### config.mk
export PLATFORM = sky130hd
export DESIGN_NAME = factor_game_ctrl
export DESIGN_NICKNAME = d
export VERILOG_FILES = /design/src/rtl/fg_pkg.sv /design/src/rtl/fg_timer.sv /design/src/rtl/factor_game_ctrl.sv
export SDC_FILE = /design/constraint.sdc
export NUM_CORES = 1
export LEC_CHECK = 0
export ABC_AREA = 1
export CAP_MARGIN = 5
export CORE_AREA = 2 2 95 97
export DETAILED_ROUTE_END_ITERATION = 16
export DIE_AREA = 0 0 97 99
export PLACE_DENSITY = 0.72
export RECOVER_POWER = 25
export SLEW_MARGIN = 20
export SYNTH_ARGS = -nofsm -noshare
export SYNTH_HDL_FRONTEND = slang
export SYNTH_HIERARCHICAL = 1
export SYNTH_SLANG_ARGS = --single-unit
export TNS_END_PERCENT = 10
### constraint.sdc
create_clock -name CLK -period 3.8 [get_ports CLK]
set_input_delay 0.38 -clock CLK [delete_from_list [all_inputs] [get_ports CLK]]
set_output_delay 0.38 -clock CLK [all_outputs]
set_load 0.02 [all_outputs]
### src/rtl/fg_pkg.sv
// fg_pkg: shared state codes, answer table and helpers for the factorization quiz
// Holds the STATE encodings also used by the 7-segment decoders, the state type,
// the smallest-prime-factor answer table and a small max helper for timer sizing.
package fg_pkg;

   localparam logic [3:0] ST_IDLE     = 4'b0000;
   localparam logic [3:0] ST_READY    = 4'b0010;
   localparam logic [3:0] ST_QUESTION = 4'b0011;
   localparam logic [3:0] ST_INPUT    = 4'b0100;
   localparam logic [3:0] ST_DRAW     = 4'b0110;
   localparam logic [3:0] ST_WRONG    = 4'b0111;
   localparam logic [3:0] ST_GOOD     = 4'b1000;
   localparam logic [3:0] ST_OUCH     = 4'b1001;
   localparam logic [3:0] ST_WIN      = 4'b1010;
   localparam logic [3:0] ST_LOSE     = 4'b1011;

   typedef enum logic [3:0] {
      S_IDLE     = ST_IDLE,
      S_READY    = ST_READY,
      S_QUESTION = ST_QUESTION,
      S_INPUT    = ST_INPUT,
      S_DRAW     = ST_DRAW,
      S_WRONG    = ST_WRONG,
      S_GOOD     = ST_GOOD,
      S_OUCH     = ST_OUCH,
      S_WIN      = ST_WIN,
      S_LOSE     = ST_LOSE
   } fg_state_e;

   // Entry [q] is the DIN code of the smallest prime factor of q (leftmost is q=9).
   localparam logic [9:0][3:0] ANS = {4'd2, 4'd1, 4'd4, 4'd1, 4'd3,
                                      4'd1, 4'd2, 4'd1, 4'd5, 4'd0};

   function automatic logic [3:0] ans_of(input logic [3:0] q);
      return (q > 4'd9) ? 4'd0 : ANS[q];
   endfunction

   function automatic int unsigned max2(input int unsigned a, input int unsigned b);
      return (a > b) ? a : b;
   endfunction

endpackage

### src/rtl/fg_timer.sv
// fg_timer: loadable down-counter that pulses expire_o in the last cycle of a load
// Ports: clk_i, rst_i (sync, active-high), load_i + value_i (W bits) restart the count,
//   expire_o is high while the count is 1, so a load of N spans exactly N cycles.
module fg_timer #(
   parameter int W = 8
) (
   input  logic         clk_i,
   input  logic         rst_i,
   input  logic         load_i,
   input  logic [W-1:0] value_i,
   output logic         expire_o
);

   logic [W-1:0] cnt_q, cnt_d;

   always_comb cnt_d = load_i ? value_i : (cnt_q != '0) ? cnt_q - 1'b1 : cnt_q;

   always_ff @(posedge clk_i) begin
      if (rst_i) cnt_q <= '0;
      else cnt_q <= cnt_d;
   end

   assign expire_o = (cnt_q == W'(1));

endmodule

### src/rtl/factor_game_ctrl.sv
// factor_game_ctrl: round sequencer for the factorization quiz
// Ports: CLK, RST (sync, active-high), START/ENTER one-cycle button pulses, DIN answer code;
//   STATE, QUE, DIN_Q, SCORE, ROUND and BUSY are registered outputs to the decoders.
// Build option: FACTOR_CTRL_PENALTY_EN makes entry to WRONG/OUCH cost one point (floor 0).
module factor_game_ctrl
   import fg_pkg::*;
#(
   parameter int unsigned READY_CYC  = 50_000_000,
   parameter int unsigned SHOW_CYC   = 25_000_000,
   parameter int unsigned INPUT_CYC  = 250_000_000,
   parameter int unsigned RESULT_CYC = 50_000_000,
   parameter int unsigned ROUNDS     = 5,
   parameter int unsigned WIN_SCORE  = 3
) (
   input  logic       CLK,
   input  logic       RST,
   input  logic       START,
   input  logic       ENTER,
   input  logic [3:0] DIN,
   output fg_state_e  STATE,
   output logic [3:0] QUE,
   output logic [3:0] DIN_Q,
   output logic [2:0] SCORE,
   output logic [2:0] ROUND,
   output logic       BUSY
);

   localparam int unsigned MAXC = max2(max2(READY_CYC, SHOW_CYC), max2(INPUT_CYC, RESULT_CYC));
   localparam int TW = $clog2(MAXC + 1);

   fg_state_e   state_q, state_d, verdict;
   logic [3:0]  que_q, que_d, din_q_q, qcnt_q, qcnt_d;
   logic [2:0]  score_q, score_d, round_q, round_d, score_up, score_dn, round_inc;
   logic        busy_q, busy_d, hit, tmr_load, expire;
   logic [TW-1:0] tmr_val;

   fg_timer #(.W(TW)) u_timer (
      .clk_i    (CLK),
      .rst_i    (RST),
      .load_i   (tmr_load),
      .value_i  (tmr_val),
      .expire_o (expire)
   );

   assign hit       = (DIN == ans_of(que_q));
   assign score_up  = (score_q == 3'd7) ? score_q : score_q + 3'd1;
`ifdef FACTOR_CTRL_PENALTY_EN
   assign score_dn  = (score_q == 3'd0) ? score_q : score_q - 3'd1;
`else
   assign score_dn  = score_q;
`endif
   assign round_inc = round_q + 3'd1;
   assign verdict   = (score_q > 3'(WIN_SCORE)) ? S_WIN :
                      (score_q == 3'(WIN_SCORE)) ? S_DRAW : S_LOSE;
   // Free-running 0..9 source of question digits, independent of the game.
   assign qcnt_d    = (qcnt_q == 4'd9) ? 4'd0 : qcnt_q + 4'd1;

   always_comb begin
      state_d  = state_q;
      que_d    = que_q;
      score_d  = score_q;
      round_d  = round_q;
      tmr_load = 1'b0;
      tmr_val  = '0;
      case (state_q)
         S_IDLE, S_WIN, S_DRAW, S_LOSE: begin
            if (START) begin
               state_d  = S_READY;
               score_d  = '0;
               round_d  = '0;
               tmr_load = 1'b1;
               tmr_val  = TW'(READY_CYC);
            end
         end
         S_READY: begin
            if (expire) begin
               state_d  = S_QUESTION;
               que_d    = qcnt_q;
               tmr_load = 1'b1;
               tmr_val  = TW'(SHOW_CYC);
            end
         end
         S_QUESTION: begin
            if (expire) begin
               state_d  = S_INPUT;
               tmr_load = 1'b1;
               tmr_val  = TW'(INPUT_CYC);
            end
         end
         S_INPUT: begin
            // ENTER wins over a simultaneous window expiry.
            if (ENTER || expire) begin
               state_d  = !ENTER ? S_OUCH : hit ? S_GOOD : S_WRONG;
               score_d  = (ENTER && hit) ? score_up : score_dn;
               tmr_load = 1'b1;
               tmr_val  = TW'(RESULT_CYC);
            end
         end
         S_GOOD, S_WRONG, S_OUCH: begin
            if (expire) begin
               round_d = round_inc;
               if (round_inc == 3'(ROUNDS)) state_d = verdict;
               else begin
                  state_d  = S_QUESTION;
                  que_d    = qcnt_q;
                  tmr_load = 1'b1;
                  tmr_val  = TW'(SHOW_CYC);
               end
            end
         end
         default: state_d = S_IDLE;
      endcase
   end

   always_comb busy_d = !(state_d inside {S_IDLE, S_WIN, S_DRAW, S_LOSE});

   always_ff @(posedge CLK) begin
      if (RST) begin
         state_q <= S_IDLE;
         que_q   <= '0;
         din_q_q <= '0;
         score_q <= '0;
         round_q <= '0;
         busy_q  <= 1'b0;
         qcnt_q  <= '0;
      end else begin
         state_q <= state_d;
         que_q   <= que_d;
         din_q_q <= (state_q == S_INPUT) ? DIN : din_q_q;
         score_q <= score_d;
         round_q <= round_d;
         busy_q  <= busy_d;
         qcnt_q  <= qcnt_d;
      end
   end

   assign STATE = state_q;
   assign QUE   = que_q;
   assign DIN_Q = din_q_q;
   assign SCORE = score_q;
   assign ROUND = round_q;
   assign BUSY  = busy_q;

endmodule

==> flow_summary.yaml <==
worst_setup_path:
  cpPeakStageDelay_ns: 1.10
  crit_chain: "dlygate4sd3_1 -> clkbuf_1 -> inv_1 -> o21ai_1 -> nor2_1 -> ha_1 -> nand2_1 -> o21ai_0 -> nand2_1 -> nand2_1"
  cp-start-kind: "input port"
  crit_top_cell: "nand2_1"
  path_max_fanout: 29
  end_kind: "register"
  crit_arrival_ns: 3.46
  crit_type: "input port to register"
  critPathSlowestCell: "clkbuf_1"
  cp.required_ns: 4.03
  critPathBufInv: 3
  crit_family: "buffers and inverters"
die:
  core_mm2: 0.008551
  dieArea_mm2: 0.009603
  rows: 34
  initial_core_util: 0.4387
  dieWidth_um: 97
  io_pins: 27
  die_h_um: 99
place:
  gp_congestion: 0.9272
  port-buffer-count: 26
  postPlaceCellArea_mm2: 0.004124
  hpwlAfterDp_mm: 7.080
synthesis:
  ys_seq_area_frac: 0.2882
  synthCells: 579
  yosysWarnings: 6
  syn_area_per_cell_um2: 6.479
  yosysUniqueCellTypes: 44
  synth.cell_area_mm2: 0.003751
  ys_ff_latch: 54
drt:
  wirelength_mm: 9.453
  ant_nets: 0
  drt-vias-per-instance: 5.210
  post_drt_wl_per_cell_um: 13.13
  route.detailed.drc: 0
  drt-initial-drc-count: 274
  first_pass_iters: 7
  routed-via-count: 3751
timing:
  setup_viol: 0
  fmax_mhz: 309.8
  post-route-period-util: 0.8495
  fin_crit_ns: 3.228
  worst_pin_slew_ns: 1.526
  fin_skew_ns: 0.01555
  drv_slew: 30
  slew_headroom: -0.01760
  whs_ns: 0.5024
  rsz0062_at_grt: "false"
  final.setup.tns_ns: 0
  hold_viol: 0
clock_tree:
  numCtsBuffers: 5
  tritoncts: "built"
  postCtsSetupRepairBufs: 0
  htree_num_levels: 2
  clock_latency_ns: 0.32
  clkTransAtPathRegs_ns: 0.11
  clk_path_buf_depth: 2
  clock-sinks: 54
  ctsRootBufferMaster: "clkbuf_8"
  cts_resized: 0
  hold_buffers: 0
pwr:
  powerDensity_mw_per_mm2: 383.2
  ir_drop_mv: 0.1685
  total_power_mw: 1.623
  leakage_nw: 1.968
outcome:
  violations: "max-capacitance violations, max-slew violations"
  status: "finished, violations left"
flow_run:
  cap_viol_max_count: 1
global_route:
  antenna_found_initial: 0
  first_global_vias: 3530
  grt_pass1_wl_mm: 15.88
  grtUsageTotal: 0.1977
  grt_max_degree: 43
  grt-ovfl-total: 0
cells_and_area:
  insertedDiodeCount: 0
  fillCellCount: 856
  regArea_mm2: 0.001081
  multiInputGateArea_mm2: 0.002349
  fin_nets: 633
  drive_gt1_frac: 0.1225
  syn2layout_area_growth_pct: 12.94
  final_cell_area_mm2: 0.004237
  fin_util: 0.4955
worst_hold_path:
  min_path_type: "register to register"
[cell families after synthesis]
group,share of synthesized area
other,0.0009997
buffers and inverters,0.09273
adder cells (fa/ha/maj),0.04670
AO/OA/AOI/OAI,0.1121
XOR/XNOR,0.009341
AND/OR/NAND/NOR,0.4500
flip-flops,0.2882
[per-stage QoR]
stage,worst slack [ns],cells
3_3_place_gp,0.8992,712
4_1_cts,0.7449,720
6_report,0.5718,720
5_1_grt,0.3360,720
2_1_floorplan,1.153,586
3_5_place_dp,0.7673,712
[cells in the final DEF (no fill, tap or decap), drive strengths merged, types with 14 or more instances in the layout]
| master | instances |
|---|---|
| clkdlybuf4s50 | 15 |
| nor3 | 15 |
| a21oi | 31 |
| ha | 14 |
| o21ai | 29 |
| nand2 | 132 |
| inv | 69 |
| dfxtp | 54 |
| nand3 | 64 |
| nor2 | 126 |
[cell usage after synthesis, drive strengths merged]
library cell  count  area, µm²
nand4             6      37.54
clkinv            2      13.76
and3              1      6.260
o21ai            29      171.4
clkbuf            5      38.79
a211oi            1      7.510
inv              68      255.2
a21oi            31      162.7
nor2            126      560.5
buf               7      40.04
nand2           132      550.5
nor3             15      90.09
xnor2             3      26.28
o211ai            6      63.81
nand3b            4      30.03
ha               14      175.2
conb              1      3.750
nand3            64      365.4
a31oi             1      6.260
or2               6      40.04
dfxtp            54       1081
xor2              1      8.760
a41oi             1      8.760
nor3b             1      7.510
[report_power, final]
group | internal (mW) | switching, mW | leakage, nW
Clock | 0.200 | 0.217 | 0.0587
Sequential | 0.613 | 0.0485 | 0.443
Combinational | 0.179 | 0.366 | 1.47
Total | 0.992 | 0.631 | 1.97
[area by class of cell]
cell class,count,area share
Multi-Input combinational cell,450,0.5543
Clock inverter,3,0.01122
Tap cell,108,0.03190
Inverter,70,0.06350
Sequential cell,54,0.2552
Timing Repair Buffer,30,0.06763
Clock buffer,5,0.01624
[per-layer routing]
layer  track usage  routed length [µm]
met5             0                   0
met2        0.3403                4400
met4       0.05850                 144
met3       0.02908                 592
met1        0.2577                4315
[final timing paths]
| check | slack (ns) | from | end | depth (start not counted) |
|---|---|---|---|---|
| worst max-delay path | 0.57 | RST | register | 10 |
| worst min-delay path | 0.50 | qcnt_q[0] | qcnt_q[0] | 1 |
| worst max register to register | 0.75 | u_timer/cnt_q[5] | u_timer/cnt_q[10] | 19 |
| worst min register to register | 0.50 | qcnt_q[0] | qcnt_q[0] | 1 |
[sequential cells by signal, summed over array words and instances (netlist names), named ones only]
signal / flops
SCORE: 3
BUSY: 1
qcnt_q: 4
QUE: 4
u_timer/cnt_q: 28
DIN_Q: 4
ROUND: 3
STATE: 4
Note: power is estimated with default switching activity, not from simulation.
